--- src/rtl/reg_bus_arbiter.sv ---
// Two-port register bus arbiter: a core (A) and a host/debug (B) requester share one
// register bus with round-robin grant and a single outstanding read.
module reg_bus_arbiter #(
  parameter int INDEX_WIDTH = 7,
  parameter int DATA_WIDTH  = 16
) (
  input  logic                   clk,
  input  logic                   reset,
  input  logic                   a_valid,
  input  logic                   a_write,
  input  logic [INDEX_WIDTH-1:0] a_index,
  input  logic [DATA_WIDTH-1:0]  a_wdata,
  output logic                   a_ready,
  output logic                   a_rsp_valid,
  output logic [DATA_WIDTH-1:0]  a_rsp_data,
  input  logic                   b_valid,
  input  logic                   b_write,
  input  logic [INDEX_WIDTH-1:0] b_index,
  input  logic [DATA_WIDTH-1:0]  b_wdata,
  output logic                   b_ready,
  output logic                   b_rsp_valid,
  output logic [DATA_WIDTH-1:0]  b_rsp_data,
  output logic [INDEX_WIDTH-1:0] register_index,
  output logic                   register_read,
  output logic                   register_write,
  output logic [DATA_WIDTH-1:0]  register_write_value,
  input  logic [DATA_WIDTH-1:0]  register_read_value
);

  typedef enum logic {IDLE, READ_WAIT} state_t;

  state_t                state, state_next;
  logic                  last_grant;  // 0 = A, 1 = B
  logic                  owner;
  logic [DATA_WIDTH-1:0] a_rsp_hold, b_rsp_hold;
  logic                  issue, issue_read, grant_b;

  always_comb begin
    state_next           = state;
    a_ready              = 1'b0;
    b_ready              = 1'b0;
    a_rsp_valid          = 1'b0;
    b_rsp_valid          = 1'b0;
    register_read        = 1'b0;
    register_write       = 1'b0;
    register_index       = '0;
    register_write_value = '0;
    issue                = 1'b0;
    issue_read           = 1'b0;
    grant_b              = 1'b0;
    if (!reset) begin
      case (state)
        IDLE: begin
          if (a_valid || b_valid) begin
            issue   = 1'b1;
            // B wins only when alone or when A was served most recently.
            grant_b = b_valid && (!a_valid || !last_grant);
            if (grant_b) begin
              b_ready              = 1'b1;
              register_index       = b_index;
              register_write       = b_write;
              register_read        = !b_write;
              register_write_value = b_write ? b_wdata : '0;
            end else begin
              a_ready              = 1'b1;
              register_index       = a_index;
              register_write       = a_write;
              register_read        = !a_write;
              register_write_value = a_write ? a_wdata : '0;
            end
            issue_read = register_read;
            if (issue_read) state_next = READ_WAIT;
          end
        end
        READ_WAIT: begin
          a_rsp_valid = !owner;
          b_rsp_valid = owner;
          state_next  = IDLE;
        end
        default: state_next = IDLE;
      endcase
    end
  end

  assign a_rsp_data = a_rsp_valid ? register_read_value : a_rsp_hold;
  assign b_rsp_data = b_rsp_valid ? register_read_value : b_rsp_hold;

  always_ff @(posedge clk) begin
    if (reset) begin
      state      <= IDLE;
      last_grant <= 1'b1;
      owner      <= 1'b0;
      a_rsp_hold <= '0;
      b_rsp_hold <= '0;
    end else begin
      state <= state_next;
      if (issue)       last_grant <= grant_b;
      if (issue_read)  owner      <= grant_b;
      if (a_rsp_valid) a_rsp_hold <= register_read_value;
      if (b_rsp_valid) b_rsp_hold <= register_read_value;
    end
  end

endmodule

--- config.mk ---
export PLATFORM = sky130hd
export DESIGN_NAME = reg_bus_arbiter
export DESIGN_NICKNAME = d
export VERILOG_FILES = /design/src/rtl/reg_bus_arbiter.sv
export SDC_FILE = /design/constraint.sdc
export NUM_CORES = 1
export LEC_CHECK = 0
export ABC_AREA = 1
export CAP_MARGIN = 10
export CORE_ASPECT_RATIO = 0.6
export CORE_MARGIN = 8
export CORE_UTILIZATION = 28
export CTS_BUF_LIST = sky130_fd_sc_hd__clkbuf_8
export CTS_CLUSTER_SIZE = 24
export DETAILED_ROUTE_END_ITERATION = 16
export GPL_ROUTABILITY_DRIVEN = 0
export PLACE_DENSITY = 0.61
export SLEW_MARGIN = 40
export SYNTH_ARGS = -nofsm -noshare
export SYNTH_HDL_FRONTEND = slang
export SYNTH_SLANG_ARGS = --single-unit
--- constraint.sdc ---
create_clock -name clk -period 1.7 [get_ports clk]
set_input_delay 0.34 -clock clk [delete_from_list [all_inputs] [get_ports clk]]
set_output_delay 0.34 -clock clk [all_outputs]
set_load 0.005 [all_outputs]
**Word level (Yosys, flattened, before mapping)**

Index checks and enable logic that the tools add are counted.

- Bitwise logic cells: 1
- Multiplexer cells: 43
- Reductions and logical operators: 8

Operators by type and width:

| operator | number |
|---|---|
| $mux W16 | 8 |
| $mux W1 | 30 |
| $mux W7 | 4 |
| $logic_not A1 Y1 | 5 |
| $logic_or A1 B1 Y1 | 2 |
| $pmux W1 S2 | 1 |
| $logic_and A1 B1 Y1 | 1 |
| $not A1 Y1 | 1 |

- Output and inout port bits: 61
- Bits of input ports: 68
- Register bits: 35
- Logic and storage cells: 57

**Depth between registers and ports, before layout**

- Depth in word-level cells: 10
- Mapped depth: 8
- Depth with buffers taken out: 7

**Worst setup path after synthesis**

OpenSTA, ideal clock, no wires.

- Kind: in2out
- From: input reset
- To: output b_rsp_data[5]
- Data required time: 1,360 ps
- Buffers on the path: 2
- Data arrival time: 1,085 ps
- Path slack: 275 ps
- Cell stages on the path: 6
- Cells stage by stage: buf_6 -> nor2_8 -> nand2_8 -> buf_4 -> o21ai_1 -> inv_1

- Longest elaborated chain between the ends: 2

Ends and longest elaborated chain:

| element | RTL line | text |
|---|---|---|
| start: declaration | 8 | `input logic reset,` |
| $mux W1 | 51 | `if (!reset) begin` |
| $mux W16 | n/a |  |
| end: declaration | 22 | `output logic [DATA_WIDTH-1:0] b_rsp_data,` |

No other way between the ends.

**Worst setup path after layout**

- From: register last_grant
- To: output register_index[6]

- Longest elaborated chain between the ends: 7

Ends and longest elaborated chain:

| element | RTL line | text |
|---|---|---|
| start: declaration | 33 | `logic last_grant;` |
| start signal: assignment | 97 | `if (issue) last_grant <= grant_b;` |
| $logic_not A1 Y1 | 57 | `grant_b = b_valid && (!a_valid \|\| !last_grant);` |
| $logic_or A1 B1 Y1 | 57 |  |
| $logic_and A1 B1 Y1 | 57 |  |
| $mux W7 | 58 | `if (grant_b) begin` |
| $mux W7 | 54 | `if (a_valid \|\| b_valid) begin` |
| $mux W7 | 52 | `case (state)` |
| $mux W7 | 51 |  |
| end: declaration | 23 | `output logic [INDEX_WIDTH-1:0] register_index,` |

No other way between the ends.

==> flow_summary.json <==
{
  "run_status": "complete, but fails checks",
  "violations": "negative setup slack",
  "dr.pass1.iters": 4,
  "synthArstFlopShare": 0,
  "power.leakage_uw": 0.00249,
  "cp_data_required_time_ns": 1.36,
  "routedWlPerCell_um": 15.6,
  "syn_to_final_growth_pct": 133,
  "avgSynthCellArea_um2": 6.96,
  "routed_via_density": 4.49,
  "io_pins": 129,
  "clockBufferDepth": 2,
  "fin_crit_ns": 1.89,
  "antenna_found_initial": 1,
  "top_layer_used": "met5",
  "dp_cells": 606,
  "p_per_area_nw_per_um2": 498,
  "slew_headroom": 0.790,
  "cts_tree": "done",
  "cpMaxStageDelayCell": "dfxtp_4",
  "dpl.hpwl_mm": 6.77,
  "ant_nets": 0,
  "syn-cell-area_um2": 2170,
  "synth.area.top_cells": "dfxtp_1, inv_1, a211oi_2, a21oi_1, nand2_1",
  "synth_warnings": 0,
  "crit_fanout": 6,
  "path_cells": "nand2_4, nand2_4, buf_12, clkinvlp_4, buf_6, buf_12, nor2_4, nor3_2, buf_2",
  "first_iter_violations": 94,
  "clock_power_share": 0.235,
  "grt.total_usage": 0.175,
  "rsz0062_at_grt": "true",
  "core_area_um2": 7690,
  "skew_ns": 0.00655,
  "wl_mm": 10.4,
  "ctsHoldBuffers": 0,
  "tightest_slew_ns": 0.315,
  "syn-num-nets": 380,
  "power.switching_uw": 801,
  "synth-seq-cells": 35,
  "cp-end-kind": "output port",
  "hold_path.class": "reg -> reg",
  "path_depth": 9,
  "die_area_um2": 10900,
  "dr_wl_met3_um": 567,
  "crit_arrival_ns": 1.55,
  "grt_max_degree": 21,
  "rows": 25,
  "clock-sinks": 35,
  "cts_buffers": 5,
  "fin_crit_sh": 1.11,
  "crit_type": "reg -> out",
  "grt_pass1_wl_mm": 15.4,
  "clockRootBuffer": "clkbuf_8",
  "ys_types": 28,
  "h-tree-depth": 2,
  "drive_above_1_share": 0.658,
  "setup_viol": 57,
  "drc_errors": 0,
  "antenna_cells": 0,
  "clock.fmax_mhz": 528,
  "crit_path_max_incr_delay_ns": 0.37,
  "yosysMostFrequentCell": "inv_1",
  "reg2regPathDepth": 11,
  "grt.overflow.total": 0,
  "post-route-util": 0.658,
  "wl_met1_mm": 4.19,
  "ys_seq_area_frac": 0.323,
  "netlist.area_leader.share": 0.323,
  "synth_top_area_cell": "dfxtp_1",
  "critical-path-top-delay-family": "buffers and inverters",
  "via_count": 2998,
  "clock_latency_ns": 0.29,
  "cp-start-kind": "flip-flop",
  "grt_pass1_vias": 3168,
  "die_h_um": 84.2,
  "p_sw_frac": 0.317,
  "synth_commonest_cells": "inv_1, nand2_1, dfxtp_1",
  "synth_ff_type": "dfxtp_1",
  "finalNonFillerCells": 667,
  "path_clk_slew_ns": 0.07,
  "combPwrFrac": 0.423,
  "seq_power_share": 0.343,
  "slew_violations": 0,
  "hold_violations": 0,
  "hold_slack_ns": 0.503,
  "fin_nets": 626,
  "syn_inst": 312,
  "start_util": 0.282,
  "met2_wirelength_mm": 5.35,
  "tns_ns": -5.12,
  "critPathBufInv": 5,
  "ir_drop_uv": 318,
  "p_int_uw": 1720,
  "fin_ws_ns": -0.193,
  "fp.dieW_um": 130,
  "max_cap_viol_count": 0,
  "synth_edf_count": 0,
  "port-buffer-count": 128,
  "hold_path_depth": 2
}
-- final timing paths --
| check | start | endpoint | slack, ns |
|---|---|---|---|
| worst min register to register | last_grant$_SDFFE_PP1P_ | last_grant$_SDFFE_PP1P_ | 0.50 |
| worst max register to register | state$_SDFF_PP0_ | a_rsp_hold[10]$_SDFF_PP0_ | 0.13 |
| worst max-delay path | last_grant$_SDFFE_PP1P_ | register_index[6] | -0.19 |
| worst min-delay path | last_grant$_SDFFE_PP1P_ | last_grant$_SDFFE_PP1P_ | 0.50 |
-- power groups by stage --
stage               sequential [uW]  clock [uW]  combinational, uW
floorplan                       880           0                279
global placement                880           0                800
detailed placement              881           0                814
CTS                             864         607                969
global route                    868         652               1140
finish                          865         592               1070
-- metal layers --
layer	GRT usage	vias to the layer above
met4	0.0419	2
met1	0.197	1418
li1	-	1465
met5	0	-
met2	0.318	86
met3	0.0462	27
-- tightest hold or removal path: cells and delay by family, from the launching register on --
family	cells	cell delay (ns)
DFF	1	0.37
and+or+nand+nor	2	0.10
-- cell type report --
| class | instances | area [um2] |
|---|---|---|
| Clock buffer | 5 | 68.8 |
| Clock inverter | 3 | 16.3 |
| Fill cell | 637 | 2630 |
| Inverter | 71 | 295 |
| Multi-Input combinational cell | 189 | 1620 |
| Sequential cell | 35 | 707 |
| Tap cell | 108 | 135 |
| Timing Repair Buffer | 255 | 2210 |
| Timing Repair inverter | 1 | 8.76 |
-- per-stage QoR --
stage	cell area, um2	setup WS [ns]	total power, uW
floorplan	2170	0.275	1160
global placement	4080	-0.670	1680
detailed placement	4080	-0.763	1700
CTS	4780	-0.243	2440
global route	5060	-0.243	2660
finish	5060	-0.193	2520
-- cell families after synthesis --
family | Yosys count | synth area share
compound gates | 65 | 0.221
buf+inv | 88 | 0.182
flops | 35 | 0.323
simple gates | 124 | 0.275
-- cell usage in the layout (no fill, tap or decap), types with 16 or more instances in the layout --
cell and count:
a211oi_2 16, a21oi_2 32, buf_2 50, buf_4 90
buf_6 29, clkdlybuf4s50_1 62, dfxtp_1 32, inv_1 47
inv_2 19, nand2_2 20, nor2_1 25
-- flip-flops by register name, indices dropped and copies added, names as in the netlist --
signal      count
last_grant      1
a_rsp_hold     16
b_rsp_hold     16
state           1
owner           1
-- what timing repair did --
item                                    CTS  global route
endpoints found under the setup margin   61            61
gates resized for setup                 373            87
gates cloned                              3             0
buffers inserted                         40            14
pin swaps                                22            26
No activity file was read; power rests on OpenSTA's default activity.
